$ cat src/rtl/line_window_pkg.sv
// Shared types and helpers for the line window buffer.
package line_window_pkg;

    typedef enum logic [1:0] {
        S_FILL,
        S_STREAM,
        S_DONE
    } state_e;

    // Counter width for a counter covering 0..x-1, never narrower than one bit.
    function automatic int cnt_w(input int x);
        return (x <= 1) ? 1 : $clog2(x);
    endfunction

    // Line memory that feeds column slot `slot` given the current write selector.
    function automatic int slot_mem(input int wr_sel, input int slot, input int num_mem);
        return (wr_sel + slot) % num_mem;
    endfunction

endpackage

$ cat src/rtl/line_ram.sv
// One image line of storage: asynchronous read, synchronous write.
module line_ram
    import line_window_pkg::*;
#(
    parameter int DATA_W = 8,
    parameter int DEPTH  = 5,
    parameter int ADDR_W = cnt_w(DEPTH)
) (
    input  logic              clk,
    input  logic              we,
    input  logic [ADDR_W-1:0] addr,
    input  logic [DATA_W-1:0] wdata,
    output logic [DATA_W-1:0] rdata
);

    logic [DATA_W-1:0] mem [DEPTH];

    // Read is combinational so the old pixel is visible in the same cycle it is overwritten.
    assign rdata = mem[addr];

    // Write the accepted pixel at the current column.
    // NOTE: the array has no reset; every location is written during the fill rows
    // before it is ever read into a valid column, so clearing it buys nothing.
    always_ff @(posedge clk) begin
        // NOTE: non-blocking assignment keeps sequential state update order-independent.
        if (we) begin
            mem[addr] <= wdata;
        end
    end

endmodule

$ cat src/rtl/line_window_buffer.sv
// Streams raster pixels in and emits one vertical NUM_ROWS-pixel column per
// accepted pixel once enough line history exists; re-arms after each frame.
module line_window_buffer
    import line_window_pkg::*;
#(
    parameter int DATA_W   = 8,
    parameter int IMG_W    = 5,
    parameter int IMG_H    = 5,
    parameter int NUM_ROWS = 3
) (
    input  logic                       clk,
    input  logic                       rst,
    input  logic                       data_valid,
    input  logic [DATA_W-1:0]          data_i,
    output logic                       idle,
    output logic [NUM_ROWS*DATA_W-1:0] col_data_o,
    output logic                       col_valid_o,
    input  logic                       out_ready,
    output logic                       ready,
    output logic                       done
);

    localparam int NUM_MEM = NUM_ROWS - 1;
    localparam int COL_W   = cnt_w(IMG_W);
    localparam int ROW_W   = cnt_w(IMG_H);
    localparam int SEL_W   = cnt_w(NUM_MEM);

    localparam logic [COL_W-1:0] COL_LAST       = COL_W'(IMG_W - 1);
    localparam logic [ROW_W-1:0] ROW_FILL_LAST  = ROW_W'(NUM_ROWS - 2);
    localparam logic [ROW_W-1:0] ROW_FIRST_COL  = ROW_W'(NUM_ROWS - 1);
    localparam logic [ROW_W-1:0] ROW_LAST       = ROW_W'(IMG_H - 1);
    localparam logic [SEL_W-1:0] SEL_LAST       = SEL_W'(NUM_MEM - 1);

    state_e                    state_q, state_d;
    logic [COL_W-1:0]          col_q, col_d;
    logic [ROW_W-1:0]          row_q, row_d;
    logic [SEL_W-1:0]          wr_sel_q, wr_sel_d;
    logic [NUM_ROWS*DATA_W-1:0] col_data_q, col_data_d;
    logic                      col_valid_q, col_valid_d;

    logic                      accept;
    logic                      consume;
    logic                      col_last;
    logic                      frame_done;
    logic [DATA_W-1:0]         rd_data [NUM_MEM];
    logic [NUM_MEM-1:0]        we;

    // Input is refused while draining the last column or while the output is blocked.
    assign idle     = !rst && (state_q != S_DONE) && (!col_valid_q || out_ready);
    assign accept   = data_valid && idle;
    assign consume  = col_valid_q && out_ready;
    assign col_last = (col_q == COL_LAST);

    assign col_data_o  = col_data_q;
    assign col_valid_o = col_valid_q;
    assign ready       = !rst && (state_q == S_STREAM);
    assign done        = !rst && frame_done;

    // Line memories rotate: the one selected by wr_sel holds the oldest line and is overwritten.
    for (genvar m = 0; m < NUM_MEM; m++) begin : g_mem
        assign we[m] = accept && (wr_sel_q == SEL_W'(m));

        line_ram #(
            .DATA_W (DATA_W),
            .DEPTH  (IMG_W),
            .ADDR_W (COL_W)
        ) u_ram (
            .clk   (clk),
            .we    (we[m]),
            .addr  (col_q),
            .wdata (data_i),
            .rdata (rd_data[m])
        );
    end

    // Column register: assemble oldest-to-newest on accept, hold until consumed.
    always_comb begin
        // NOTE: defaults first so every path assigns every output and no latch is inferred.
        col_data_d  = col_data_q;
        col_valid_d = col_valid_q;
        if (consume) begin
            col_valid_d = 1'b0;
        end
        if (accept && (row_q >= ROW_FIRST_COL)) begin
            col_valid_d = 1'b1;
            for (int k = 0; k < NUM_MEM; k++) begin
                for (int m = 0; m < NUM_MEM; m++) begin
                    if (slot_mem(int'(wr_sel_q), k, NUM_MEM) == m) begin
                        col_data_d[k*DATA_W +: DATA_W] = rd_data[m];
                    end
                end
            end
            col_data_d[NUM_MEM*DATA_W +: DATA_W] = data_i;
        end
    end

    // Frame FSM and raster counters: next state, counter advance and end-of-frame re-arm.
    always_comb begin
        state_d    = state_q;
        col_d      = col_q;
        row_d      = row_q;
        wr_sel_d   = wr_sel_q;
        frame_done = 1'b0;

        if (accept) begin
            if (col_last) begin
                col_d    = '0;
                row_d    = row_q + ROW_W'(1);
                wr_sel_d = (wr_sel_q == SEL_LAST) ? '0 : wr_sel_q + SEL_W'(1);
            end else begin
                col_d = col_q + COL_W'(1);
            end
        end

        case (state_q)
            S_FILL: begin
                if (accept && col_last && (row_q == ROW_FILL_LAST)) begin
                    state_d = S_STREAM;
                end
            end
            S_STREAM: begin
                if (accept && col_last && (row_q == ROW_LAST)) begin
                    state_d = S_DONE;
                end
            end
            S_DONE: begin
                if (!col_valid_q) begin
                    frame_done = 1'b1;
                    col_d      = '0;
                    row_d      = '0;
                    wr_sel_d   = '0;
                    state_d    = S_FILL;
                end
            end
            default: begin
                state_d = S_FILL;
            end
        endcase
    end

    // State and datapath registers with synchronous reset.
    always_ff @(posedge clk) begin
        if (rst) begin
            state_q     <= S_FILL;
            col_q       <= '0;
            row_q       <= '0;
            wr_sel_q    <= '0;
            col_data_q  <= '0;
            col_valid_q <= 1'b0;
        end else begin
            state_q     <= state_d;
            col_q       <= col_d;
            row_q       <= row_d;
            wr_sel_q    <= wr_sel_d;
            col_data_q  <= col_data_d;
            col_valid_q <= col_valid_d;
        end
    end

endmodule

$ cat config.mk
export PLATFORM = sky130hd
export DESIGN_NAME = line_window_buffer
export DESIGN_NICKNAME = d
export VERILOG_FILES = /design/src/rtl/line_window_pkg.sv /design/src/rtl/line_ram.sv /design/src/rtl/line_window_buffer.sv
export SDC_FILE = /design/constraint.sdc
export NUM_CORES = 1
export LEC_CHECK = 0
export CAP_MARGIN = 20
export CORE_UTILIZATION = 57
export DETAILED_ROUTE_END_ITERATION = 16
export PLACE_DENSITY = 0.84
export SKIP_CTS_REPAIR_TIMING = 1
export SLEW_MARGIN = 25
export SYNTH_ARGS = -nofsm -noshare
export SYNTH_HDL_FRONTEND = slang
export SYNTH_SLANG_ARGS = --single-unit
export TNS_END_PERCENT = 50
$ cat constraint.sdc
create_clock -name clk -period 3.1 [get_ports clk]
set_clock_uncertainty 0.15 [all_clocks]
set_input_delay 0.93 -clock clk [delete_from_list [all_inputs] [get_ports clk]]
set_output_delay 0.93 -clock clk [all_outputs]
set_load 0.02 [all_outputs]
==> results of run 1 <==
==> layout make-up <==
class / instances / area (um^2) / share of cell area
clock buffer: 18 / 418 / 0.0744
clock inverter: 14 / 161 / 0.0287
inverter: 7 / 26.3 / 0.00468
multi-input combinational: 204 / 1250 / 0.222
sequential: 114 / 3080 / 0.549
tap: 99 / 124 / 0.0221
timing repair buffer: 60 / 556 / 0.0990
==> power by group through the flow <==
stage               sequential, mW  clock, mW  combinational, mW
global route                  1.64       1.98              0.147
finish                        1.64       1.90              0.136
CTS                           1.64       1.91              0.135
global placement              1.67          0              0.128
detailed placement            1.67          0              0.133
floorplan                     1.67          0             0.0720
==> path summary, 6_finish.rpt <==
kind / from / to / slack (ps) / cells after the start
min: col_data_o[19] / col_data_o[19] / 310 / 2
min reg2reg: col_data_o[19] / col_data_o[19] / 310 / 2
max reg2reg: col_q[2] / col_data_o[3] / 870 / 4
max: out_ready / idle / 130 / 4
==> registers in the layout, indices dropped and copies added (netlist names) <==
signal	flops
state_q	2
col_data_o	24
row_q	3
wr_sel_q	1
col_valid_o	1
g_mem.u_ram.mem	80
col_q	3
==> tightest hold or removal path: cells and delay by family (launching register included) <==
family             cells  cell delay, ps
DFF                    1             310
AOI/OAI and AO/OA      1              50
and+or+nand+nor        1              50
==> Yosys cell counts <==
library cell               number  area [um^2]
sky130_fd_sc_hd__o221ai_1      23          201
sky130_fd_sc_hd__buf_6          3         33.8
sky130_fd_sc_hd__o211ai_1       1         7.51
sky130_fd_sc_hd__o21ai_0       15         75.1
sky130_fd_sc_hd__inv_2          1         3.75
sky130_fd_sc_hd__and4_4         1         11.3
sky130_fd_sc_hd__and2_4         1         8.76
sky130_fd_sc_hd__nand4_1        3         18.8
sky130_fd_sc_hd__clkbuf_1       7         26.3
sky130_fd_sc_hd__nor3_1        10         50.1
sky130_fd_sc_hd__a21oi_1       28          140
sky130_fd_sc_hd__o21a_1         1         7.51
sky130_fd_sc_hd__nand2b_1       5         31.3
sky130_fd_sc_hd__buf_1          2         7.51
sky130_fd_sc_hd__a221oi_1       6         52.6
sky130_fd_sc_hd__a21o_1         1         7.51
sky130_fd_sc_hd__buf_2         10         50.1
sky130_fd_sc_hd__or2_1          1         6.26
sky130_fd_sc_hd__nand3_1       17         85.1
sky130_fd_sc_hd__edfxtp_1      80         2400
sky130_fd_sc_hd__nor3b_1        1         7.51
sky130_fd_sc_hd__inv_1          6         22.5
sky130_fd_sc_hd__and4_1         1         8.76
sky130_fd_sc_hd__or3_1          1         6.26
sky130_fd_sc_hd__ha_1           5         62.6
sky130_fd_sc_hd__dfxtp_1       34          681
sky130_fd_sc_hd__a22oi_1        3         22.5
sky130_fd_sc_hd__nor2_1         7         26.3
sky130_fd_sc_hd__nand2_1       49          184
sky130_fd_sc_hd__and2_1         1         6.26
sky130_fd_sc_hd__mux2i_1       20          200
sky130_fd_sc_hd__nor2b_1        1         6.26
sky130_fd_sc_hd__and3_1         1         6.26
sky130_fd_sc_hd__nor4_1         1         6.26
==> metal layers <==
layer  wire length (um)  track usage
met5                  0            0
met2               4990        0.431
met3                735       0.0598
met4                213        0.133
met1               4250        0.337
==> per-stage QoR <==
stage | worst slack [ps] | std cells | utilization
after floorplan | 357 | 347 | -
after global placement | -196 | 484 | 0.679
after detailed placement | -247 | 484 | 0.679
after CTS | -261 | 516 | 0.757
after global routing | 61.7 | 516 | 0.758
final | 130 | 516 | 0.758
==> logic make-up after synthesis <==
| logic type | share of synthesized area |
|---|---|
| fa+ha+maj | 0.0140 |
| compound gates | 0.115 |
| buf+inv | 0.0322 |
| mux | 0.0448 |
| flops | 0.689 |
| simple gates | 0.105 |
==> results.rst, run 1 <==
.. list-table::
   :header-rows: 1

   * - Metric
     - Value
   * - Status
     - finished clean
   * - PortBufs
     - 39
   * - Final Hold Slack
     - 310 ps
   * - Synthesized cell area
     - 4470 um^2
   * - Number of failing hold endpoints at the final stage
     - 0
   * - Inserted Diodes
     - 0
   * - CTS root buf
     - sky130_fd_sc_hd__clkbuf_8
   * - Worst-Skew Late Latency
     - 520 ps
   * - Vias
     - 3196
   * - Chip Height
     - 90.6 um
   * - Crit path launch type
     - input port
   * - H-tree level count
     - 4
   * - Post-detail-place hpwl
     - 6440 um
   * - Instance area at placement
     - 5030 um^2
   * - Commonest non-fill, non-tap cell in the layout
     - sky130_fd_sc_hd__edfxtp_1
   * - Count of mapped cells out of synthesis
     - 347
   * - Count of filler cells inserted in the layout
     - 412
   * - Register clock-pin slew on the reported worst setup and hold paths
     - 60 ps
   * - Final weighted congestion in routability-driven placement
     - 0.788
   * - Net switching fraction of the power
     - 0.210
   * - Required time at the worst-slack endpoint
     - 2020 ps
   * - Synth Register Bits
     - 114
   * - Wire length after detailed routing
     - 10200 um
   * - Mapped Avg Cell Area
     - 12.9 um^2
   * - Startpoint-to-endpoint class of the critical path
     - input port to output port
   * - Worst max-slew margin expressed relative to the limit
     - 0.538
   * - Final count of pins violating max slew
     - 0
   * - Share of layout cells above drive strength 1
     - 0.127
   * - Worst path cell trace
     - clkdlybuf4s50_1, nand2b_1, and3_1, dlymetal6s2s_1
   * - IR Drop Worst-Case VDD
     - 0.000420 V
   * - Commonest cells after routing, fill and taps aside
     - sky130_fd_sc_hd__edfxtp_1, sky130_fd_sc_hd__nand2_1, sky130_fd_sc_hd__clkdlybuf4s50_1, sky130_fd_sc_hd__dfxtp_1, sky130_fd_sc_hd__a21oi_1
   * - DRC violation total after the first TritonRoute iteration
     - 226
   * - Class of the tightest hold or removal check
     - flip-flop to flip-flop
   * - Inserted Clock Buffers
     - 17
   * - Post-route cell area
     - 5610 um^2
   * - Post-route antenna net violation count
     - 0
   * - Width of the die
     - 90.6 um
   * - Std cell rows
     - 31
   * - Unrepaired setup endpoints after global routing
     - false
   * - Cell-internal power
     - 2.90 mW
   * - Final global-route overflow total
     - 0
   * - Crit path buf inv count
     - 2
   * - Wire length of the first global-routing pass
     - 16200 um
   * - Fin crit period
     - 2970 ps
   * - Unique masters post-synth
     - 34
   * - Total power
     - 3.67 mW
   * - Die area
     - 8210 um^2
   * - Final #Nets
     - 421
   * - Total setup violations reported at the end of the flow
     - 0
   * - Final cycle utilization of the critical path
     - 0.958
   * - Slowest cell delay on critical path
     - 460 ps
   * - Transition at the pin with the smallest max-transition slack
     - 685 ps
   * - Clock tree from TritonCTS
     - done
   * - Antenna violations before repair
     - 0
   * - Sequential group share of total power
     - 0.447
   * - Largest net degree at the start of global routing
     - 41
   * - Fraction of power consumed by combinational cells
     - 0.037
   * - Peak clock frequency supported by timing
     - 337 MHz
   * - Number of ports placed on the die boundary
     - 40
   * - Growth of design area from synthesis to finish
     - 25.5%
   * - Static Leakage
     - 1.92 nW
   * - Crit path max-delay cell type
     - sky130_fd_sc_hd__clkdlybuf4s50_1
   * - Switching power of the nets
     - 0.770 mW
   * - Power per cell area
     - 654 nW/um^2
   * - Setup TNS after final layout
     - 0 ps
   * - Number of global-route vias before repair
     - 3070
   * - Global routing usage summed across all routing layers
     - 0.266
   * - Residual DRC count
     - 0
   * - Fraction of the yosys area taken by sequential cells
     - 0.689
   * - Starting Density
     - 0.604
   * - WL per Instance
     - 19.7 um
   * - Core region area
     - 7410 um^2
   * - Worst Path Arrival
     - 1890 ps
   * - Maximum count of clock buffers along a single path
     - 2
   * - Syn. warnings
     - 0
   * - Clock power frac
     - 0.516
   * - Ratio of routed vias to standard cells
     - 6.19
   * - CP Max Fanout
     - 2
   * - Synth Net Count
     - 364
   * - Top Family by Delay on Critical Path
     - buffers and inverters
   * - Number of clock sinks
     - 114
   * - Number of violations of the max-capacitance limit
     - 0
   * - First-pass DRT Iterations
     - 5
   * - Type of element capturing the critical path
     - output port
No activity file was read; power rests on OpenSTA's default activity.
==> inputs of run 2 (changes only) <==
--- a/config.mk
+++ b/config.mk
@@ -7,8 +7,10 @@
 export LEC_CHECK = 0
 export CAP_MARGIN = 20
 export CORE_UTILIZATION = 57
+export CTS_CLUSTER_SIZE = 20
 export DETAILED_ROUTE_END_ITERATION = 16
 export PLACE_DENSITY = 0.84
+export RECOVER_POWER = 25
 export SKIP_CTS_REPAIR_TIMING = 1
 export SLEW_MARGIN = 25
 export SYNTH_ARGS = -nofsm -noshare
==> results.rst, run 2 (same netlist as run 1, synthesis figures left out) <==
.. list-table::
   :header-rows: 1

   * - Metric
     - Value
   * - Status
     - finished clean
   * - Final global-route overflow total
     - 0
   * - Wire length of the first global-routing pass
     - 16200 um
   * - Worst max-slew margin expressed relative to the limit
     - 0.534
   * - Number of violations of the max-capacitance limit
     - 0
   * - Class of the tightest hold or removal check
     - flip-flop to flip-flop
   * - Depth of the most critical reg-to-reg path
     - 4
   * - Inserted Clock Buffers
     - 17
   * - Core Util, Final
     - 0.758
   * - Number of ports placed on the die boundary
     - 40
   * - Post-route antenna net violation count
     - 0
   * - Final #Nets
     - 421
   * - Final weighted congestion in routability-driven placement
     - 0.788
   * - Total setup violations reported at the end of the flow
     - 0
   * - First-pass DRT Iterations
     - 5
   * - Worst-Skew Late Latency
     - 520 ps
   * - CP Max Fanout
     - 2
   * - Commonest cells after routing, fill and taps aside
     - sky130_fd_sc_hd__edfxtp_1, sky130_fd_sc_hd__nand2_1, sky130_fd_sc_hd__dfxtp_1, sky130_fd_sc_hd__clkdlybuf4s50_1, sky130_fd_sc_hd__a21oi_1
   * - Crit path launch type
     - input port
   * - Area occupied by multi-input gates
     - 1250 um^2
   * - Wire length after detailed routing
     - 10200 um
   * - Worst hold path cell count
     - 2
   * - Top register by number of flip-flops
     - g_mem.u_ram.mem
   * - Growth of design area from synthesis to finish
     - 25.5%
   * - Static Leakage
     - 1.92 nW
   * - WL per Instance
     - 19.8 um
   * - Worst path cell trace
     - clkdlybuf4s50_1, nand2b_1, and3_1, dlymetal6s2s_1
   * - Number of global-route vias before repair
     - 3070
   * - Startpoint-to-endpoint class of the critical path
     - input port to output port
   * - Required time at the worst-slack endpoint
     - 2020 ps
   * - Setup Slack @ Placement
     - -247 ps
   * - H-tree level count
     - 4
   * - Final count of pins violating max slew
     - 0
   * - Width of the die
     - 90.6 um
   * - Core region area
     - 7410 um^2
   * - IR Drop Worst-Case VDD
     - 0.000420 V
   * - Type of element capturing the critical path
     - output port
   * - Placed insts
     - 484
   * - Die area
     - 8210 um^2
   * - Share of layout cells above drive strength 1
     - 0.127
   * - Number of failing hold endpoints at the final stage
     - 0
   * - Instance area at placement
     - 5030 um^2
   * - Crit path max-delay cell type
     - sky130_fd_sc_hd__clkdlybuf4s50_1
   * - Clock tree from TritonCTS
     - done
   * - Starting Density
     - 0.604
   * - CTS root buf
     - sky130_fd_sc_hd__clkbuf_8
   * - Largest net degree at the start of global routing
     - 41
   * - Power per cell area
     - 654 nW/um^2
   * - Unrepaired setup endpoints after global routing
     - false
   * - Count of filler cells inserted in the layout
     - 412
   * - Combined flip-flop and latch cell area
     - 3080 um^2
   * - Slowest cell delay on critical path
     - 460 ps
   * - Maximum count of clock buffers along a single path
     - 2
   * - Worst Path Arrival
     - 1890 ps
   * - DRC violation total after the first TritonRoute iteration
     - 244
   * - Post-route cell area
     - 5610 um^2
   * - Commonest non-fill, non-tap cell in the layout
     - sky130_fd_sc_hd__edfxtp_1
   * - Peak clock frequency supported by timing
     - 337 MHz
   * - Register clock-pin slew on the reported worst setup and hold paths
     - 60 ps
   * - Residual DRC count
     - 0
   * - Fin crit period
     - 2970 ps
   * - Final Hold Slack
     - 314 ps
   * - Number of flip-flops under the largest register name
     - 80
   * - Std cell rows
     - 31
   * - Post-detail-place hpwl
     - 6440 um
   * - Final cycle utilization of the critical path
     - 0.958
   * - Fin worst setup slack
     - 129 ps
   * - Non-filler instance count after layout
     - 516
   * - Antenna violations before repair
     - 0
   * - Number of clock sinks
     - 114
   * - Chip Height
     - 90.6 um
   * - Inserted Diodes
     - 0
   * - PortBufs
     - 39
   * - Vias
     - 3201
   * - Transition at the pin with the smallest max-transition slack
     - 691 ps
   * - Ratio of routed vias to standard cells
     - 6.20
   * - Global routing usage summed across all routing layers
     - 0.266
==> run 2: changes by cell type in the layout (fill, tap and decap cells not counted), sizes merged <==
cell,change
clkdlybuf4s50,-6
dlygate4sd3,+6
==> run 2: final timing paths <==
| path | startpoint | end | slack (ps) |
|---|---|---|---|
| setup / recovery | out_ready | idle | 130 |
| hold reg to reg | col_data_o[19] | col_data_o[19] | 310 |
| setup reg to reg | col_q[2] | col_data_o[3] | 850 |
| hold / removal | col_data_o[19] | col_data_o[19] | 310 |
==> run 2: area by class of cell <==
class / instances / area share
clock buffers: 18 / 0.0744
clock inverters: 14 / 0.0287
inverters: 7 / 0.00468
multi-input cells: 204 / 0.222
flip-flops and latches: 114 / 0.549
well taps: 99 / 0.0221
repair buffers: 60 / 0.0990
==> run 2: critical path: cells and delay by family <==
family        cells  cell delay, ps
buf+inv           2             680
simple gates      2             280
==> run 2: layer usage <==
metal / routed length (um) / global-route usage / vias to the layer above
met5: 0 / 0 / -
met4: 212 / 0.133 / 0
met3: 762 / 0.0598 / 19
met2: 5050 / 0.431 / 174
met1: 4190 / 0.337 / 1575
li1: - / - / 1433
==> run 2: power breakdown <==
group	internal, mW	switching [mW]	total [mW]
Clock	1.22	0.676	1.89
Sequential	1.64	0.00279	1.64
Combinational	0.0457	0.0892	0.135
==> run 2: stage by stage <==
| stage | power (mW) | TNS, ps |
|---|---|---|
| detailed placement | 1.81 | -644 |
| CTS | 3.69 | -682 |
| finish | 3.67 | 0 |
| floorplan | 1.74 | 0 |
| global placement | 1.80 | -564 |
| global route | 3.76 | 0 |
